<file path="src/rtl/ntt_pkg.sv">
// ntt_pkg
//   Definitions shared by the NTT streaming front/back end and the NTT
//   controller: the I/O sequencer state type, the transform-direction
//   encoding and the default polynomial geometry.
package ntt_pkg;

  // Default geometry, kept identical to the controller's defaults.
  localparam int NTT_N          = 4;
  localparam int NTT_DATA_WIDTH = 12;

  // Transform direction as seen on ntt_mode.
  localparam logic NTT_MODE_FWD = 1'b0;
  localparam logic NTT_MODE_INV = 1'b1;

  typedef enum logic [2:0] {
    IDLE,
    LOAD,
    START,
    RUN,
    UNLOAD
  } io_state_t;

endpackage

</file>
<file path="src/rtl/ntt_out_fifo.sv">
// ntt_out_fifo
//   Two-entry FIFO used as the skid buffer between the 1-cycle BRAM read path
//   and the backpressured output stream. Each entry carries a coefficient and
//   its end-of-frame flag.
// Ports
//   clk, rst : clock (rising edge) and asynchronous active-high reset
//   push/din : write one entry (ignored when full and not popping)
//   pop      : remove the head entry (ignored when empty)
//   dout     : head entry, valid while count != 0
//   count    : current occupancy, 0..2
module ntt_out_fifo #(
  parameter int WIDTH = 13
) (
  input  logic             clk,
  input  logic             rst,
  input  logic             push,
  input  logic [WIDTH-1:0] din,
  input  logic             pop,
  output logic [WIDTH-1:0] dout,
  output logic [1:0]       count
);

  logic [WIDTH-1:0] mem_reg [2];
  logic             wr_ptr_reg;
  logic             rd_ptr_reg;
  logic [1:0]       count_reg;
  logic             do_push;
  logic             do_pop;

  assign do_pop  = pop && (count_reg != 2'd0);
  // A full FIFO still accepts a push in the same cycle its head leaves.
  assign do_push = push && ((count_reg != 2'd2) || do_pop);

  always_ff @(posedge clk or posedge rst) begin
    if (rst) begin
      for (int i = 0; i < 2; i++) begin
        mem_reg[i] <= '0;
      end
      wr_ptr_reg <= 1'b0;
      rd_ptr_reg <= 1'b0;
      count_reg  <= 2'd0;
    end else begin
      if (do_push) begin
        mem_reg[wr_ptr_reg] <= din;
        wr_ptr_reg          <= ~wr_ptr_reg;
      end
      if (do_pop) begin
        rd_ptr_reg <= ~rd_ptr_reg;
      end
      case ({do_push, do_pop})
        2'b10:   count_reg <= count_reg + 2'd1;
        2'b01:   count_reg <= count_reg - 2'd1;
        default: count_reg <= count_reg;
      endcase
    end
  end

  assign dout  = mem_reg[rd_ptr_reg];
  assign count = count_reg;

endmodule

</file>
<file path="src/rtl/ntt_stream_io.sv">
// ntt_stream_io
//   Streaming front/back end for the NTT controller. Loads N coefficients from
//   a valid/ready input stream into BRAM bank 0 (port A), pulses the controller
//   start, waits for completion, then streams the N results out of the bank the
//   controller reports, honouring output backpressure.
// Ports
//   clk, rst                 : clock (rising edge), asynchronous active-high reset
//   s_data/s_valid/s_ready   : input coefficient stream
//   op_mode                  : 0 NTT / 1 INTT, captured on the first input beat
//   result_bank              : bank holding the result, captured in START
//   m_data/m_valid/m_ready   : output coefficient stream, m_last on beat N-1
//   ntt_enable/ntt_mode      : one-cycle start pulse and direction to controller
//   ntt_done                 : controller completion
//   bram_owner               : 1 while this block drives port A of both banks
//   bram_addr/bram0_we/bram_din : port-A address, bank-0 write enable, data
//   bram0_dout/bram1_dout    : port-A read data, one cycle after the address
//   busy                     : high outside IDLE
module ntt_stream_io
  import ntt_pkg::*;
#(
  parameter int N          = NTT_N,
  parameter int ADDR_WIDTH = $clog2(N),
  parameter int DATA_WIDTH = NTT_DATA_WIDTH
) (
  input  logic                  clk,
  input  logic                  rst,
  input  logic [DATA_WIDTH-1:0] s_data,
  input  logic                  s_valid,
  output logic                  s_ready,
  input  logic                  op_mode,
  input  logic                  result_bank,
  output logic [DATA_WIDTH-1:0] m_data,
  output logic                  m_valid,
  input  logic                  m_ready,
  output logic                  m_last,
  output logic                  ntt_enable,
  output logic                  ntt_mode,
  input  logic                  ntt_done,
  output logic                  bram_owner,
  output logic [ADDR_WIDTH-1:0] bram_addr,
  output logic                  bram0_we,
  output logic [DATA_WIDTH-1:0] bram_din,
  input  logic [DATA_WIDTH-1:0] bram0_dout,
  input  logic [DATA_WIDTH-1:0] bram1_dout,
  output logic                  busy
);

  localparam logic [ADDR_WIDTH-1:0] ADDR_LAST = ADDR_WIDTH'(N - 1);
  localparam logic [ADDR_WIDTH:0]   RD_TOTAL  = (ADDR_WIDTH + 1)'(N);

  io_state_t             state_reg, state_next;
  logic [ADDR_WIDTH-1:0] wr_addr_reg;        // load address, wraps modulo N
  logic [ADDR_WIDTH:0]   rd_cnt_reg;         // reads issued; one extra bit so N is reachable
  logic                  mode_reg;
  logic                  bank_reg;
  logic                  inflight_reg;       // a read was issued last cycle
  logic                  inflight_last_reg;  // ... and it was address N-1
  logic                  s_fire;
  logic                  m_fire;
  logic                  rd_issue;
  logic [2:0]            credit_used;
  logic [1:0]            fifo_count;
  logic [DATA_WIDTH:0]   fifo_din;
  logic [DATA_WIDTH:0]   fifo_dout;

  assign s_ready = (state_reg == IDLE) || (state_reg == LOAD);
  assign s_fire  = s_valid && s_ready && !rst;
  assign m_fire  = m_valid && m_ready;
  assign busy    = (state_reg != IDLE);

  // Slots already claimed in the FIFO: entries held plus the read in flight,
  // minus the head leaving this cycle. Issuing only while this is below 2
  // keeps the FIFO from overflowing for any m_ready pattern, while still
  // sustaining one beat per clock when m_ready stays high.
  assign credit_used = {1'b0, fifo_count} + {2'b00, inflight_reg} - {2'b00, m_fire};
  assign rd_issue    = (state_reg == UNLOAD) && (rd_cnt_reg != RD_TOTAL) &&
                       (credit_used < 3'd2);

  always_ff @(posedge clk or posedge rst) begin
    if (rst) begin
      state_reg         <= IDLE;
      wr_addr_reg       <= '0;
      rd_cnt_reg        <= '0;
      mode_reg          <= NTT_MODE_FWD;
      bank_reg          <= 1'b0;
      inflight_reg      <= 1'b0;
      inflight_last_reg <= 1'b0;
    end else begin
      state_reg         <= state_next;
      inflight_reg      <= rd_issue;
      inflight_last_reg <= rd_issue && (rd_cnt_reg[ADDR_WIDTH-1:0] == ADDR_LAST);
      if (s_fire) begin
        wr_addr_reg <= wr_addr_reg + ADDR_WIDTH'(1);
      end
      if ((state_reg == IDLE) && s_fire) begin
        mode_reg <= op_mode;
      end
      if (state_reg == START) begin
        bank_reg <= result_bank;
      end
      if (rd_issue) begin
        rd_cnt_reg <= rd_cnt_reg + (ADDR_WIDTH + 1)'(1);
      end else if (state_reg != UNLOAD) begin
        rd_cnt_reg <= '0;
      end
    end
  end

  always_comb begin
    state_next = state_reg;
    ntt_enable = 1'b0;
    ntt_mode   = NTT_MODE_FWD;
    bram_owner = 1'b1;
    bram0_we   = 1'b0;
    bram_addr  = '0;
    bram_din   = '0;
    case (state_reg)
      IDLE: begin
        if (s_fire) begin
          bram0_we   = 1'b1;
          bram_addr  = wr_addr_reg;
          bram_din   = s_data;
          state_next = LOAD;
        end
      end
      LOAD: begin
        if (s_fire) begin
          bram0_we  = 1'b1;
          bram_addr = wr_addr_reg;
          bram_din  = s_data;
          if (wr_addr_reg == ADDR_LAST) begin
            state_next = START;
          end
        end
      end
      START: begin
        // ntt_done is deliberately not looked at here.
        ntt_enable = 1'b1;
        ntt_mode   = mode_reg;
        bram_owner = 1'b0;
        state_next = RUN;
      end
      RUN: begin
        bram_owner = 1'b0;
        if (ntt_done) begin
          state_next = UNLOAD;
        end
      end
      UNLOAD: begin
        bram_addr = rd_cnt_reg[ADDR_WIDTH-1:0];
        if (m_fire && fifo_dout[DATA_WIDTH]) begin
          state_next = IDLE;
        end
      end
      default: state_next = IDLE;
    endcase
  end

  assign fifo_din = {inflight_last_reg, bank_reg ? bram1_dout : bram0_dout};

  ntt_out_fifo #(
    .WIDTH(DATA_WIDTH + 1)
  ) u_out_fifo (
    .clk  (clk),
    .rst  (rst),
    .push (inflight_reg),
    .din  (fifo_din),
    .pop  (m_fire),
    .dout (fifo_dout),
    .count(fifo_count)
  );

  assign m_valid = (fifo_count != 2'd0);
  assign m_data  = fifo_dout[DATA_WIDTH-1:0];
  assign m_last  = m_valid && fifo_dout[DATA_WIDTH];

endmodule
</file>
<file path="config.mk">
export PLATFORM = sky130hd
export DESIGN_NAME = ntt_stream_io
export DESIGN_NICKNAME = d
export VERILOG_FILES = /design/src/rtl/ntt_pkg.sv /design/src/rtl/ntt_out_fifo.sv /design/src/rtl/ntt_stream_io.sv
export SDC_FILE = /design/constraint.sdc
export NUM_CORES = 1
export LEC_CHECK = 0
export CELL_PAD_IN_SITES_DETAIL_PLACEMENT = 0
export CELL_PAD_IN_SITES_GLOBAL_PLACEMENT = 2
export CORE_MARGIN = 8
export CORE_UTILIZATION = 29
export DETAILED_ROUTE_END_ITERATION = 8
export PLACE_DENSITY_LB_ADDON = 0.1
export REMOVE_ABC_BUFFERS = 1
export SLEW_MARGIN = 15
export SYNTH_ARGS = -nofsm -noshare
export SYNTH_HDL_FRONTEND = slang
export SYNTH_HIERARCHICAL = 1
export SYNTH_SLANG_ARGS = --single-unit
export TNS_END_PERCENT = 30
</file>
<file path="constraint.sdc">
create_clock -name clk -period 3.2 [get_ports clk]
set_clock_uncertainty 0.15 [all_clocks]
set_input_delay 0.64 -clock clk [delete_from_list [all_inputs] [get_ports clk]]
set_output_delay 0.64 -clock clk [all_outputs]
set_load 0.005 [all_outputs]
</file>
[Yosys cells after proc, flatten, opt, wreduce, memory -nomap -nowiden]
Cells that the tools add are included.
Storage, ports and cells
  flip-flop bits (word level): 42
  input bits: 43
  word-level logic and storage cells: 90
Operators by class
  equal/unequal tests: 16
  reduce and logical (&&, ||, !) cells: 23
  magnitude comparators: 4
  bitwise operators: 4
  $add $sub $neg: 6
  multiplexer cells: 25
Operators with widths (number)
  $mux 13: 4
  $mux 12: 3
  $bwmux 26: 1
  $mux 3: 7
  $pmux 3 s5: 1
  $demux 13 s1: 1
  $logic_and 1x1->1: 12
  $ne 2x2->1 const B: 4
  $pmux 2 s2: 2
  $eq 2x2->1 const B: 3
  $eq 3x2->1 const B: 2
  $ne 3x3->1 const B: 2
  $reduce_bool 2->1: 3
  $mux 1: 5
  $reduce_and 5->1: 1
  $add 2x1->2 const B: 2
  $ge 2x2->1 const B: 2
  $ne 2x1->1 const B: 2
  $not 1->2: 2
  $reduce_or 2->1: 2
  $add 2x1->3: 1
  $add 3x1->3 const B: 1
  $eq 3x1->1 const B: 1
  $eq 3x3->1 const B: 1
  11 further kinds: 13

[Longest topological paths before layout]
Gate-level depths: netlist of run 1.
  depth in word-level cells: 7
  mapped depth: 8
  gate-level depth less buffers: 8

[Modules after synthesis]
The synthesis of run 1 kept the hierarchy.
Modules (own cells, without submodules)
  ntt_out_fifo: cells an instance 86, sequential area each 750.7 sq um, times used 1, area an instance 1417.6 sq um
  ntt_stream_io: cells an instance 93, sequential area each 300.3 sq um, times used 1, area an instance 910.9 sq um

[Least setup slack after synthesis of run 1]
OpenSTA, ideal clock, no wires.
  kind: input-to-reg
  from: in m_ready
  to: reg rd_cnt_reg[0]
  library setup time: 79 ps
  arrival time: 2127 ps
  buffers on the path: 0
  slack: 844 ps
  stages on the path: 7
  path through: nand2_1 > nor2_1 > o21ai_0 > fa_1 > inv_1 > a211oi_1 > mux2i_1
On the way
  longest elaborated chain between the ends: 5
  elaborated cells between the ends (all ways): 6
Ends and longest elaborated chain
  from (decl): RTL line ntt_stream_io.sv:34  | input logic m_ready,
  $logic_and 1x1->1 (*): RTL line ntt_stream_io.sv:68  | assign m_fire = m_valid && m_ready;
  $sub 3x1->3 (*): RTL line ntt_stream_io.sv:75  | assign credit_used = {1'b0, fifo_count} + {2'b00, inflight_reg} - {2'b00, m_fire};
  $lt 3x2->1 (*): RTL line ntt_stream_io.sv:77  | (credit_used < 3'd2);
  $logic_and 1x1->1 (*): RTL line ntt_stream_io.sv:76  | assign rd_issue = (state_reg == UNLOAD) && (rd_cnt_reg != RD_TOTAL) &&
  $mux 3 or $reduce_bool 2->1 (tied branches)
  to (signal assigned): RTL line ntt_stream_io.sv:102  | rd_cnt_reg <= rd_cnt_reg + (ADDR_WIDTH + 1)'(1);
  to (decl): RTL line ntt_stream_io.sv:53  | logic [ADDR_WIDTH:0] rd_cnt_reg;
Mark *: on every way between the ends. The rest lies on a longest branch, timed or not.
A chain may end at the register's enable or synchronous reset.

[Final worst setup path of run 1]
  from: in rst
  to: out bram_din[2]
On the way
  longest elaborated chain between the ends: 4
Ends and longest elaborated chain
  from (decl): RTL line ntt_stream_io.sv:26  | input logic rst,
  $logic_not 1->1 (no source line)
  $logic_and 1x1->1: RTL line ntt_stream_io.sv:67  | assign s_fire = s_valid && s_ready && !rst;
  $mux 12: RTL line ntt_stream_io.sv:119, ntt_stream_io.sv:127
  $mux 12
  to (decl): RTL line ntt_stream_io.sv:42  | output logic [DATA_WIDTH-1:0] bram_din,
No other way between the ends.

==> impl_metrics.py, run 1 <==
metrics = {
    "route": {
        "drt-pass1-iter-count": 4,
        "drt_iter0_markers": 22,
        "post_drt_wl_per_cell_um": 15.1,
        "drc_errors": 0,
        "route.antenna.remaining_nets": 0,
        "routed_wirelength_um": 5540,
        "dr_total_vias": 1583,
        "vias_per_instance": 4.31,
    },
    "worst_hold_path": {
        "min_delay_src": "mode_reg",
        "holdPathStages": 1,
        "hold_path_class": "reg -> reg",
        "whs_endpoint": "mode_reg",
    },
    "grt": {
        "grt-ovfl-total": 0,
        "first_pass_grt_wire_length_um": 9180,
        "grt_max_degree": 31,
        "first_global_vias": 1742,
        "antenna_found_initial": 0,
        "track_usage_pct": 10.2,
    },
    "timing": {
        "worst_slew_pin_slew_ps": 551,
        "rsz0062_at_grt": "false",
        "final_layout_worst_hold_slack_ps": 343,
        "fin_tns_setup_ps": 0,
        "final-hold-violation-count": 0,
        "fmax_ghz": 0.329,
        "setup_slack_ps": 162,
        "slew_headroom_pct": 63.3,
        "slew_viol_final": 0,
        "finalCriticalPeriod_ps": 3040,
        "final.period_utilization_pct": 94.9,
        "setup_viol": 0,
    },
    "clocking": {
        "clk_path_buf_depth": 2,
        "htree_num_levels": 2,
        "cts_setup_buffers": 0,
        "clock_latency_ps": 290,
        "cts_sinks": 42,
        "cts.clk_slew.worst_paths_ps": 80,
        "cts_repair_resize_count": 0,
        "holdBufCountCts": 0,
        "root_buffer": "sky130_fd_sc_hd__clkbuf_8",
        "clock_tree_from_tritoncts": "yes",
        "cts_inserted_buffers": 5,
    },
    "die": {
        "fp-row-count": 32,
        "die-area_um2": 11200,
        "dieHeight_um": 106,
        "core-area_um2": 7770,
        "io-pin-count": 77,
        "start_util_pct": 30.0,
        "die_w_um": 106,
    },
    "setup_path": {
        "startpoint_type": "input pin",
        "timing.critical_path.slowest_stage_cell": "sky130_fd_sc_hd__clkdlybuf4s50_1",
        "path_max_fanout": 18,
        "worstPathArrival_ps": 2250,
        "critical_path.reg2reg.startpoint": "u_out_fifo/count[0]",
        "timing.critical_path.cells": "clkdlybuf4s50_1 -> nor4b_4 -> buf_12 -> and2_1 -> clkdlybuf4s50_1",
        "sort_of_element_at_the_end_of_the_critical_path": "output pin",
        "timing.critical_path.required_ps": 2410,
        "crit_type": "in -> out",
        "r2r-end": "u_out_fifo/count[1]",
        "crit_family": "buffers and inverters",
        "critical-path-top-cell-by-count": "sky130_fd_sc_hd__clkdlybuf4s50_1",
        "r2r_cells": 7,
        "worst_setup_path_startpoint": "rst",
        "ff2ff_setup_slack_ps": 890,
        "critical_path.n_buffers_inverters": 3,
        "cp_slowest_stage_delay_ps": 510,
    },
    "pwr": {
        "vdd_drop_max_mv": 0.198,
        "internal_power_mw": 1.63,
        "leak_nw": 1.41,
        "net_switching_component_of_the_power_uw": 743,
        "power_frac_comb_pct": 46.9,
        "fin_total_pwr_mw": 2.38,
        "pwr_cell_area_nw_per_um2": 714,
        "netSwitchingFraction_pct": 31.3,
        "power.share.sequential_pct": 38.7,
        "pwr-share-clk_pct": 14.4,
    },
    "synthesis": {
        "yosys-top-cells-area": "sky130_fd_sc_hd__dfrtp_1, sky130_fd_sc_hd__mux2_2, sky130_fd_sc_hd__mux2_4",
        "yosys.area_share.xor_xnor_pct": 2.63,
        "yosys.area_share.adder_pct": 3.01,
        "synth_enable_flop_cells": 0,
        "syn-mean-instance-area_um2": 13.0,
        "yosys.area_share.simple_pct": 13.2,
        "netlist_area_um2": 2330,
        "post-synth-top-area-cell": "sky130_fd_sc_hd__dfrtp_1",
        "post_synth_mux_area_share_pct": 30.2,
        "yosysTopAreaCellShare_pct": 45.1,
        "ys_dominant_reg_cell": "sky130_fd_sc_hd__dfrtp_1",
        "synth_top_family_by_area": "multiplexers",
        "synth-warning-count": 6,
        "ys_seq_area_share_pct": 45.1,
        "async_reset_ff_share_pct": 100,
        "post_synth_inst_count": 179,
        "ffs_latches_synth": 42,
        "synth_compound_area_share_pct": 3.28,
        "post_synth_num_cell_types": 34,
    },
    "run_status": {
        "outcome": "completed",
    },
    "final_layout": {
        "layout.cell_area.non_filler_um2": 3330,
        "post_route_cells_drive_above_1_share_pct": 28.7,
        "largest_reg_flops": 26,
        "antennaDiodeCount": 0,
        "post_route_insts_no_fill": 367,
        "fillers": 777,
        "fin_nets": 312,
        "post-route-util_pct": 42.9,
        "synth_to_layout_area_growth_pct": 43.1,
    },
    "place": {
        "cell_area_after_placement_um2": 3240,
        "portBuffers": 76,
        "globalplace.congestion": 0.720,
        "dp_hpwl_um": 4260,
        "place_inst": 359,
        "pre_cts_ws_ps": 139,
    },
    "flow_run": {
        "cap_viol_max_count": 0,
    },
}
final cells by class:
cell class	instances	area [um^2]	area share, %
inverters	5	18.8	0.563
well taps	102	128	3.83
clock inverters	3	21.3	0.638
clock buffers	5	68.8	2.07
multi-input cells	127	1220	36.6
repair buffers	83	826	24.8
flip-flops and latches	42	1050	31.5
layer usage:
layer | GRT usage (%) | vias up | wire length, um
li1 | - | 784 | -
met1 | 11.9 | 764 | 2390
met2 | 17.9 | 33 | 2820
met3 | 2.98 | 2 | 308
met4 | 2.41 | 0 | 24
met5 | 0 | - | 0
synth_stat cells, drive strengths merged, types with 2 or more instances:
cell / n
and2: 15
buf: 5
dfrtp: 42
ha: 4
inv: 5
mux2: 54
mux2i: 2
nand2: 13
nand2b: 2
nor2: 5
nor2b: 3
nor3b: 3
o21a: 3
o21ai: 3
or2: 2
xnor2: 3
xor2: 4
worst max-delay path by stage:
stage                     to  slack [ps]  cells past startpoint
2_1_floorplan  rd_cnt_reg[0]         840                      7
3_3_place_gp     bram_din[6]         160                      5
3_5_place_dp     bram_din[2]         140                      5
4_1_cts          bram_din[2]         140                      5
5_1_grt         bram_addr[1]          90                      6
6_report         bram_din[2]         160                      5
logic make-up (layout without fill, tap and decap cells):
group | after synthesis | count (layout)
mux | 56 | 56
simple gates | 48 | 48
buf+inv | 10 | 96
compound gates | 11 | 11
xor+xnor | 7 | 7
fa+ha+maj | 5 | 5
flops | 42 | 42
placed cells by master, fill, tap and decap left out:
| cell type | instances |
|---|---|
| sky130_fd_sc_hd__clkdlybuf4s50_1 | 76 |
| sky130_fd_sc_hd__dfrtp_1 | 42 |
| sky130_fd_sc_hd__mux2_2 | 33 |
| sky130_fd_sc_hd__mux2_4 | 20 |
| sky130_fd_sc_hd__and2_1 | 15 |
| sky130_fd_sc_hd__nand2_1 | 13 |
| sky130_fd_sc_hd__buf_4 | 6 |
| sky130_fd_sc_hd__inv_1 | 5 |
| sky130_fd_sc_hd__clkbuf_8 | 5 |
| sky130_fd_sc_hd__xor2_1 | 4 |
| sky130_fd_sc_hd__nor2_1 | 4 |
| sky130_fd_sc_hd__ha_1 | 4 |
| sky130_fd_sc_hd__nor2b_1 | 3 |
| sky130_fd_sc_hd__o21ai_0 | 3 |
| sky130_fd_sc_hd__o21a_1 | 3 |
| sky130_fd_sc_hd__xnor2_1 | 3 |
| sky130_fd_sc_hd__mux2i_1 | 2 |
| sky130_fd_sc_hd__or2_2 | 2 |
| sky130_fd_sc_hd__nand2b_1 | 2 |
| sky130_fd_sc_hd__nor3b_4 | 2 |
| sky130_fd_sc_hd__nor3b_2 | 1 |
| sky130_fd_sc_hd__a211oi_1 | 1 |
| sky130_fd_sc_hd__nor4b_4 | 1 |
| sky130_fd_sc_hd__nand4b_1 | 1 |
| sky130_fd_sc_hd__a21oi_1 | 1 |
| sky130_fd_sc_hd__o211ai_1 | 1 |
| sky130_fd_sc_hd__or3_1 | 1 |
| sky130_fd_sc_hd__and3_1 | 1 |
| sky130_fd_sc_hd__mux2_1 | 1 |
| sky130_fd_sc_hd__o31a_1 | 1 |
| sky130_fd_sc_hd__nor3_1 | 1 |
| sky130_fd_sc_hd__a21bo_2 | 1 |
| sky130_fd_sc_hd__fa_1 | 1 |
| sky130_fd_sc_hd__clkinvlp_4 | 1 |
| sky130_fd_sc_hd__clkinv_4 | 1 |
| sky130_fd_sc_hd__clkinv_2 | 1 |
| sky130_fd_sc_hd__buf_12 | 1 |
| sky130_fd_sc_hd__nor2_2 | 1 |
power groups by stage:
stage          Combinational (mW)  Clock [mW]  Sequential (mW)
2_1_floorplan               0.634           0            0.880
3_3_place_gp                 1.14           0            0.939
3_5_place_dp                 1.14           0            0.936
4_1_cts                      1.15       0.364            0.929
5_1_grt                      1.22       0.386            0.960
6_report                     1.12       0.342            0.920
No activity file was read; power rests on OpenSTA's default activity.
==> run 2, diff against run 1 <==
--- a/config.mk
+++ b/config.mk
@@ -5,6 +5,7 @@
 export SDC_FILE = /design/constraint.sdc
 export NUM_CORES = 1
 export LEC_CHECK = 0
+export ABC_CLOCK_PERIOD_IN_PS = 3200
 export CELL_PAD_IN_SITES_DETAIL_PLACEMENT = 0
 export CELL_PAD_IN_SITES_GLOBAL_PLACEMENT = 2
 export CORE_MARGIN = 8
==> results of run 2 <==
No change in the layout: final DEF, timing and power equal those of run 1.
